$ cat src/rtl/trig_distributor.sv
// N-channel trigger fan-out: masked TRG pulses, synchronised ACK collection, timeout, veto hold.
// Optional per-channel miss counters are built when TRG_MISS_CNT_EN is defined.
module trig_distributor #(
  parameter int unsigned N_CH      = 12,
  parameter int unsigned MIN_W     = 4,
  parameter int unsigned TO_W      = 20,
  parameter int unsigned PULSE_LEN = 3,
  parameter int unsigned STAT_W    = 32
) (
  input  logic                CLK,
  input  logic                RESET_N,
  input  logic [N_CH-1:0]     TRG_MASK,
  input  logic [MIN_W-1:0]    MIN_SCRODS_REQUIRED,
  input  logic [TO_W-1:0]     ACK_TIMEOUT,
  input  logic                TRG_SOFT,
  input  logic                TRG_EXT,
  input  logic                TRG_NEEDS_VETO,
  input  logic                TRG_FLOW_CTL_EN,
  input  logic                TRG_VETO_RESET,
  input  logic [N_CH-1:0]     ACK,
  output logic [N_CH-1:0]     TRG,
  output logic                BUSY,
  output logic [STAT_W-1:0]   TRG_COUNT,
  output logic [STAT_W-1:0]   TIMEOUT_COUNT,
  output logic [STAT_W-1:0]   DROP_COUNT,
  output logic [N_CH-1:0]     LAST_ACK_MASK,
  output logic [N_CH*8-1:0]   MISS_CNT
);

  localparam int unsigned PW = (PULSE_LEN > 1) ? $clog2(PULSE_LEN) : 1;

  typedef enum logic [1:0] {StIdle, StFire, StWaitAck, StVeto} state_e;

  state_e              state_q, state_d;
  logic [N_CH-1:0]     ack_meta_q, ack_sync_q, ack_prev_q;
  logic                soft_q;
  logic [N_CH-1:0]     mask_l_q, mask_l_d;
  logic [N_CH-1:0]     ack_seen_q, ack_seen_d;
  logic [PW-1:0]       pulse_cnt_q, pulse_cnt_d;
  logic [TO_W-1:0]     to_cnt_q, to_cnt_d;
  logic [N_CH-1:0]     trg_q, trg_d;
  logic                busy_q, busy_d;
  logic [STAT_W-1:0]   trg_cnt_q, trg_cnt_d;
  logic [STAT_W-1:0]   to_count_q, to_count_d;
  logic [STAT_W-1:0]   drop_q, drop_d;
  logic [N_CH-1:0]     last_ack_q, last_ack_d;

  logic                req;
  logic [N_CH-1:0]     ack_edge;
  logic [N_CH-1:0]     ack_seen_upd;
  logic                done;
  logic                timeout;

  function automatic int unsigned popcount(input logic [N_CH-1:0] v);
    int unsigned c;
    c = 0;
    for (int i = 0; i < int'(N_CH); i++) c += 32'(v[i]);
    return c;
  endfunction

  assign req          = TRG_EXT | (TRG_SOFT & ~soft_q);
  assign ack_edge     = ack_sync_q & ~ack_prev_q;
  // Include ACK edges arriving this cycle so an exit never loses a same-cycle ACK.
  assign ack_seen_upd = ack_seen_q | (ack_edge & mask_l_q);
  assign done         = popcount(ack_seen_upd) >= 32'(MIN_SCRODS_REQUIRED);
  assign timeout      = (to_cnt_q == ACK_TIMEOUT);

  always_comb begin
    state_d     = state_q;
    mask_l_d    = mask_l_q;
    ack_seen_d  = ack_seen_q;
    pulse_cnt_d = pulse_cnt_q;
    to_cnt_d    = to_cnt_q;
    trg_d       = trg_q;
    trg_cnt_d   = trg_cnt_q;
    to_count_d  = to_count_q;
    drop_d      = drop_q;
    last_ack_d  = last_ack_q;

    if (req && (state_q != StIdle)) drop_d = drop_q + STAT_W'(1);

    unique case (state_q)
      StIdle: begin
        if (req && (TRG_MASK != '0)) begin
          mask_l_d    = TRG_MASK;
          ack_seen_d  = '0;
          trg_d       = TRG_MASK;
          trg_cnt_d   = trg_cnt_q + STAT_W'(1);
          pulse_cnt_d = '0;
          state_d     = StFire;
        end
      end
      StFire: begin
        ack_seen_d = ack_seen_upd;
        if (pulse_cnt_q == PW'(PULSE_LEN - 1)) begin
          trg_d    = '0;
          to_cnt_d = '0;
          state_d  = StWaitAck;
        end else begin
          pulse_cnt_d = pulse_cnt_q + PW'(1);
        end
      end
      StWaitAck: begin
        ack_seen_d = ack_seen_upd;
        if (done || timeout) begin
          last_ack_d = ack_seen_upd;
          if (!done) to_count_d = to_count_q + STAT_W'(1);
          state_d = (TRG_NEEDS_VETO && TRG_FLOW_CTL_EN) ? StVeto : StIdle;
        end else begin
          to_cnt_d = to_cnt_q + TO_W'(1);
        end
      end
      StVeto: begin
        if (!TRG_FLOW_CTL_EN || TRG_VETO_RESET) state_d = StIdle;
      end
      default: state_d = StIdle;
    endcase

    busy_d = (state_d != StIdle);
  end

  always_ff @(posedge CLK or negedge RESET_N) begin
    if (!RESET_N) begin
      state_q     <= StIdle;
      ack_meta_q  <= '0;
      ack_sync_q  <= '0;
      ack_prev_q  <= '0;
      soft_q      <= 1'b0;
      mask_l_q    <= '0;
      ack_seen_q  <= '0;
      pulse_cnt_q <= '0;
      to_cnt_q    <= '0;
      trg_q       <= '0;
      busy_q      <= 1'b0;
      trg_cnt_q   <= '0;
      to_count_q  <= '0;
      drop_q      <= '0;
      last_ack_q  <= '0;
    end else begin
      state_q     <= state_d;
      ack_meta_q  <= ACK;
      ack_sync_q  <= ack_meta_q;
      ack_prev_q  <= ack_sync_q;
      soft_q      <= TRG_SOFT;
      mask_l_q    <= mask_l_d;
      ack_seen_q  <= ack_seen_d;
      pulse_cnt_q <= pulse_cnt_d;
      to_cnt_q    <= to_cnt_d;
      trg_q       <= trg_d;
      busy_q      <= busy_d;
      trg_cnt_q   <= trg_cnt_d;
      to_count_q  <= to_count_d;
      drop_q      <= drop_d;
      last_ack_q  <= last_ack_d;
    end
  end

  assign TRG           = trg_q;
  assign BUSY          = busy_q;
  assign TRG_COUNT     = trg_cnt_q;
  assign TIMEOUT_COUNT = to_count_q;
  assign DROP_COUNT    = drop_q;
  assign LAST_ACK_MASK = last_ack_q;

`ifdef TRG_MISS_CNT_EN
  logic [N_CH*8-1:0] miss_q, miss_d;
  logic              exit_wait;

  assign exit_wait = (state_q == StWaitAck) && (done || timeout);

  always_comb begin
    miss_d = miss_q;
    if (exit_wait) begin
      for (int i = 0; i < int'(N_CH); i++) begin
        if (mask_l_q[i] && !ack_seen_upd[i] && (miss_q[8*i +: 8] != 8'hFF)) begin
          miss_d[8*i +: 8] = miss_q[8*i +: 8] + 8'd1;
        end
      end
    end
  end

  always_ff @(posedge CLK or negedge RESET_N) begin
    if (!RESET_N) miss_q <= '0;
    else          miss_q <= miss_d;
  end

  assign MISS_CNT = miss_q;
`else
  assign MISS_CNT = '0;
`endif

endmodule
$ cat config.mk
export PLATFORM = sky130hd
export DESIGN_NAME = trig_distributor
export DESIGN_NICKNAME = d
export VERILOG_FILES = /design/src/rtl/trig_distributor.sv
export SDC_FILE = /design/constraint.sdc
export NUM_CORES = 1
export LEC_CHECK = 0
export ABC_CLOCK_PERIOD_IN_PS = 5250
export BUFFER_PORTS_ARGS = -buffer_cell sky130_fd_sc_hd__buf_4
export CORE_MARGIN = 2
export CORE_UTILIZATION = 42
export DETAILED_ROUTE_END_ITERATION = 6
export GPL_TIMING_DRIVEN = 0
export PLACE_DENSITY = 0.72
export RECOVER_POWER = 100
export SKIP_LAST_GASP = 1
export SYNTH_ARGS = -nofsm -noshare
export SYNTH_HDL_FRONTEND = slang
export SYNTH_SLANG_ARGS = --single-unit
$ cat constraint.sdc
create_clock -name CLK -period 5.25 [get_ports CLK]
set_input_delay 1.05 -clock CLK [delete_from_list [all_inputs] [get_ports CLK]]
set_output_delay 1.05 -clock CLK [all_outputs]
set_load 0.02 [all_outputs]
==> results.yml <==
run_status:
  outcome: "finished with violations"
  failed_checks: "capacitance limit, slew limit"
grt:
  busiest_layer: "met2"
  groute.usage.overall: 0.1853
  grt_use_met2: 0.2973
  met1_usage: 0.2563
  grt_antenna_before_repair: 0
  grt_pass1_vias: 7244
  grt_max_degree: 106
  gr-total-overflow: 0
  grt_pass1_wl_um: 37340
  use_met3: 0.03266
place:
  routabilityCongestion: 0.8451
  dp_slack_ns: -0.2541
  portBuffers: 175
  dp_cells: 1534
  dp_hpwl_um: 17530
  postPlaceCellArea_um2: 12150
timing:
  rsz0062_at_grt: "true"
  final.min_clock_period_ns: 5.026
  setup_viol: 0
  setup_tns_ns: 0
  fin_crit_sh: 0.9573
  fin_ws_ns: 0.2243
  drv_slew: 103
  finalClockSkew_ns: 0.02299
  worst_hold_slack_ns: 0.3351
  slew_headroom: -0.6674
  tightest_slew_ns: 2.501
  hold_viol: 0
  fmax_mhz: 199.0
logic_synthesis:
  synth_edf_count: 0
  syn_inst: 944
  ys.warnings.count: 0
  synth_cell_types: 50
  synth_area_um2: 10040
  synth_ff_type: "dfrtp_1"
  post_synth.cell_area_avg_um2: 10.64
  ys_ff_latch: 206
  ys_seq_area_frac: 0.5133
  async_flop_share: 1.000
finish:
  nets: 1326
  num-fill-cells: 2205
  final_util: 0.5350
  multi_input_area_um2: 4329
  seq_area_um2: 5155
  layout-drive-gt1-share: 0.1824
  diodes: 0
  finalInstanceArea_um2: 12560
  areaGrowthSynthToFinish_pct: 25.03
  final_cells: 1580
power_and_ir_drop:
  totalPowerFinal_mw: 6.159
  power_density_nw_per_um2: 490.5
  max-vdd-ir-drop_mv: 0.3668
  leakage_nw: 5.922
setup_path:
  crit_required_ns: 5.67
  path_max_fanout: 10
  end_kind: "register"
  crit_path_start_kind: "register"
  critical_path_class: "register to register"
  reg2reg_depth: 16
  cp.arrival_ns: 5.45
floorplan:
  die_h_um: 158.6
  coreArea_um2: 23470
  pin_count: 272
  die_width_um: 158.6
  fp.dieArea_um2: 25170
  rows: 56
  start_util: 0.4279
routing:
  postRouteAntennaNets: 0
  drtIter0Drc: 308
  dr.pass1.iters: 6
  via_count: 7556
  avgRoutedWirePerCell_um: 15.13
  drc: 0
  drt-total-wl_um: 23910
  viasPerCell: 4.782
cts:
  h-tree-depth: 1
  path_clk_slew_ns: 0.06
  postCtsHoldBufs: 0
  clockBufferDepth: 3
  cts_root_buf: "clkbuf_16"
  insertion_delay_ns: 0.53
  cts_tree: "done"
  cts_made_buffers: 24
  clkSinkCount: 206
min_path:
  hold_path.class: "register to register"
  whs_path_depth: 0
job:
  cap_violations: 1
==> sequential cells by signal, summed over array words and instances (netlist names) <==
name           flops
ack_prev_q        12
DROP_COUNT        32
TRG               12
mask_l_q          12
ack_sync_q        12
state_q            2
TIMEOUT_COUNT     32
TRG_COUNT         32
to_cnt_q          20
pulse_cnt_q        2
BUSY               1
LAST_ACK_MASK     12
ack_meta_q        12
ack_seen_q        12
soft_q             1
==> where the power goes <==
group / switching [mW] / total (mW) / internal, mW
Clock: 0.659 / 1.64 / 0.986
Combinational: 1.48 / 2.48 / 0.997
Sequential: 0.194 / 2.04 / 1.84
Total: 2.33 / 6.16 / 3.83
==> final timing paths <==
| check | start | to | slack [ns] |
|---|---|---|---|
| setup reg to reg | ack_sync_q[5] | TIMEOUT_COUNT[6] | 0.22 |
| hold / removal | ack_meta_q[7] | ack_sync_q[7] | 0.34 |
| min in group asynchronous | RESET_N | ack_sync_q[3] | 1.29 |
| setup / recovery | ack_sync_q[5] | TIMEOUT_COUNT[6] | 0.22 |
| hold reg to reg | ack_meta_q[7] | ack_sync_q[7] | 0.34 |
| max in group asynchronous | RESET_N | TIMEOUT_COUNT[11] | 1.29 |
==> area by class of cell <==
cell class / count / share of cell area
inverter: 28 / 0.008370
sequential: 206 / 0.4105
clock inverter: 8 / 0.009865
buffer: 126 / 0.06965
clock buffer: 32 / 0.05261
timing repair buffer: 182 / 0.07244
multi-input combinational: 679 / 0.3448
tap: 319 / 0.03179
==> logic make-up (layout without fill, tap and decap cells) <==
family	count (synthesis)	in the layout	share of synthesized area
other	1	96	0.0003734
adders and majority gates	24	24	0.03513
and+or+nand+nor	338	338	0.1743
DFF	206	206	0.5133
muxes	11	11	0.01233
AOI/OAI and AO/OA	96	96	0.06628
xor gates and xnor gates	114	114	0.09941
buffers and inverters	154	376	0.09892
==> cell usage after synthesis, types with 2 or more instances <==
| library cell | n | area, µm² |
|---|---|---|
| fa_1 | 7 | 140.1 |
| nor2_1 | 31 | 116.4 |
| a21o_1 | 2 | 15.01 |
| mux2_2 | 11 | 123.9 |
| nand2b_1 | 3 | 18.77 |
| nand4_1 | 43 | 269.0 |
| nor4_1 | 6 | 37.54 |
| ha_1 | 17 | 212.7 |
| dfrtp_1 | 206 | 5155 |
| buf_2 | 8 | 40.04 |
| o31ai_1 | 4 | 30.03 |
| nand2_1 | 102 | 382.9 |
| and3_1 | 19 | 118.9 |
| and2_1 | 16 | 100.1 |
| a31o_2 | 2 | 17.52 |
| clkbuf_1 | 13 | 48.80 |
| and4_1 | 6 | 52.55 |
| buf_4 | 102 | 765.7 |
| or4_1 | 9 | 67.56 |
| o21ai_0 | 20 | 100.1 |
| a21boi_0 | 8 | 60.06 |
| nor2b_1 | 13 | 81.33 |
| o211ai_1 | 4 | 30.03 |
| nand3_1 | 49 | 245.2 |
| or3_1 | 16 | 100.1 |
| inv_1 | 28 | 105.1 |
| nor3_1 | 18 | 90.09 |
| xor2_1 | 39 | 341.6 |
| buf_6 | 3 | 33.78 |
| a31o_1 | 10 | 87.58 |
| a31oi_1 | 4 | 25.02 |
| o21bai_1 | 10 | 75.07 |
| a21oi_1 | 24 | 120.1 |
| xnor2_1 | 75 | 656.9 |
==> what timing repair did <==
item,CTS,global route
endpoints found under the hold margin,0,0
pin swaps,0,10
setup buffers,0,6
gates resized for setup,7,20
setup endpoints to repair,63,61
==> layer usage <==
metal	vias up	wire, µm
met3	38	1338
met1	3674	10620
met2	202	11330
met5	-	0
met4	0	615
li1	3642	-
==> placed cells by master, fill, tap and decap left out, types with 6 or more instances in the layout <==
cell | netlist | final
dfrtp_1 | 206 | 206
clkbuf_1 | 13 | 146
buf_4 | 102 | 142
nand2_1 | 102 | 102
conb_1 | 1 | 96
xnor2_1 | 75 | 75
nand3_1 | 49 | 49
nand4_1 | 43 | 43
xor2_1 | 39 | 39
nor2_1 | 31 | 31
inv_1 | 28 | 28
a21oi_1 | 24 | 25
clkbuf_16 | 0 | 24
and3_1 | 19 | 19
o21ai_0 | 20 | 19
nor3_1 | 18 | 18
or3_1 | 16 | 16
ha_1 | 17 | 16
and2_1 | 16 | 14
clkbuf_4 | 0 | 14
nor2b_1 | 13 | 13
mux2_2 | 11 | 11
a31o_1 | 10 | 10
or4_1 | 9 | 9
a21boi_0 | 8 | 8
o21bai_1 | 10 | 6
nor4_1 | 6 | 6
buf_2 | 8 | 6
and4_1 | 6 | 6
fa_1 | 7 | 6
==> worst max-delay path, cell delays in order (launching register included) <==
cell      delay, ns
dfrtp_1        0.36
nand2_1        0.08
o21bai_2       0.21
fa_1           0.49
fa_1           0.53
fa_1           0.57
fa_1           0.43
ha_2           0.21
fa_2           0.52
ha_1           0.23
a211oi_2       0.26
o21bai_4       0.12
nor4_4         0.27
buf_6          0.16
buf_6          0.15
nand3_1        0.11
xnor2_1        0.23
Note: power is estimated with default switching activity, not from simulation.
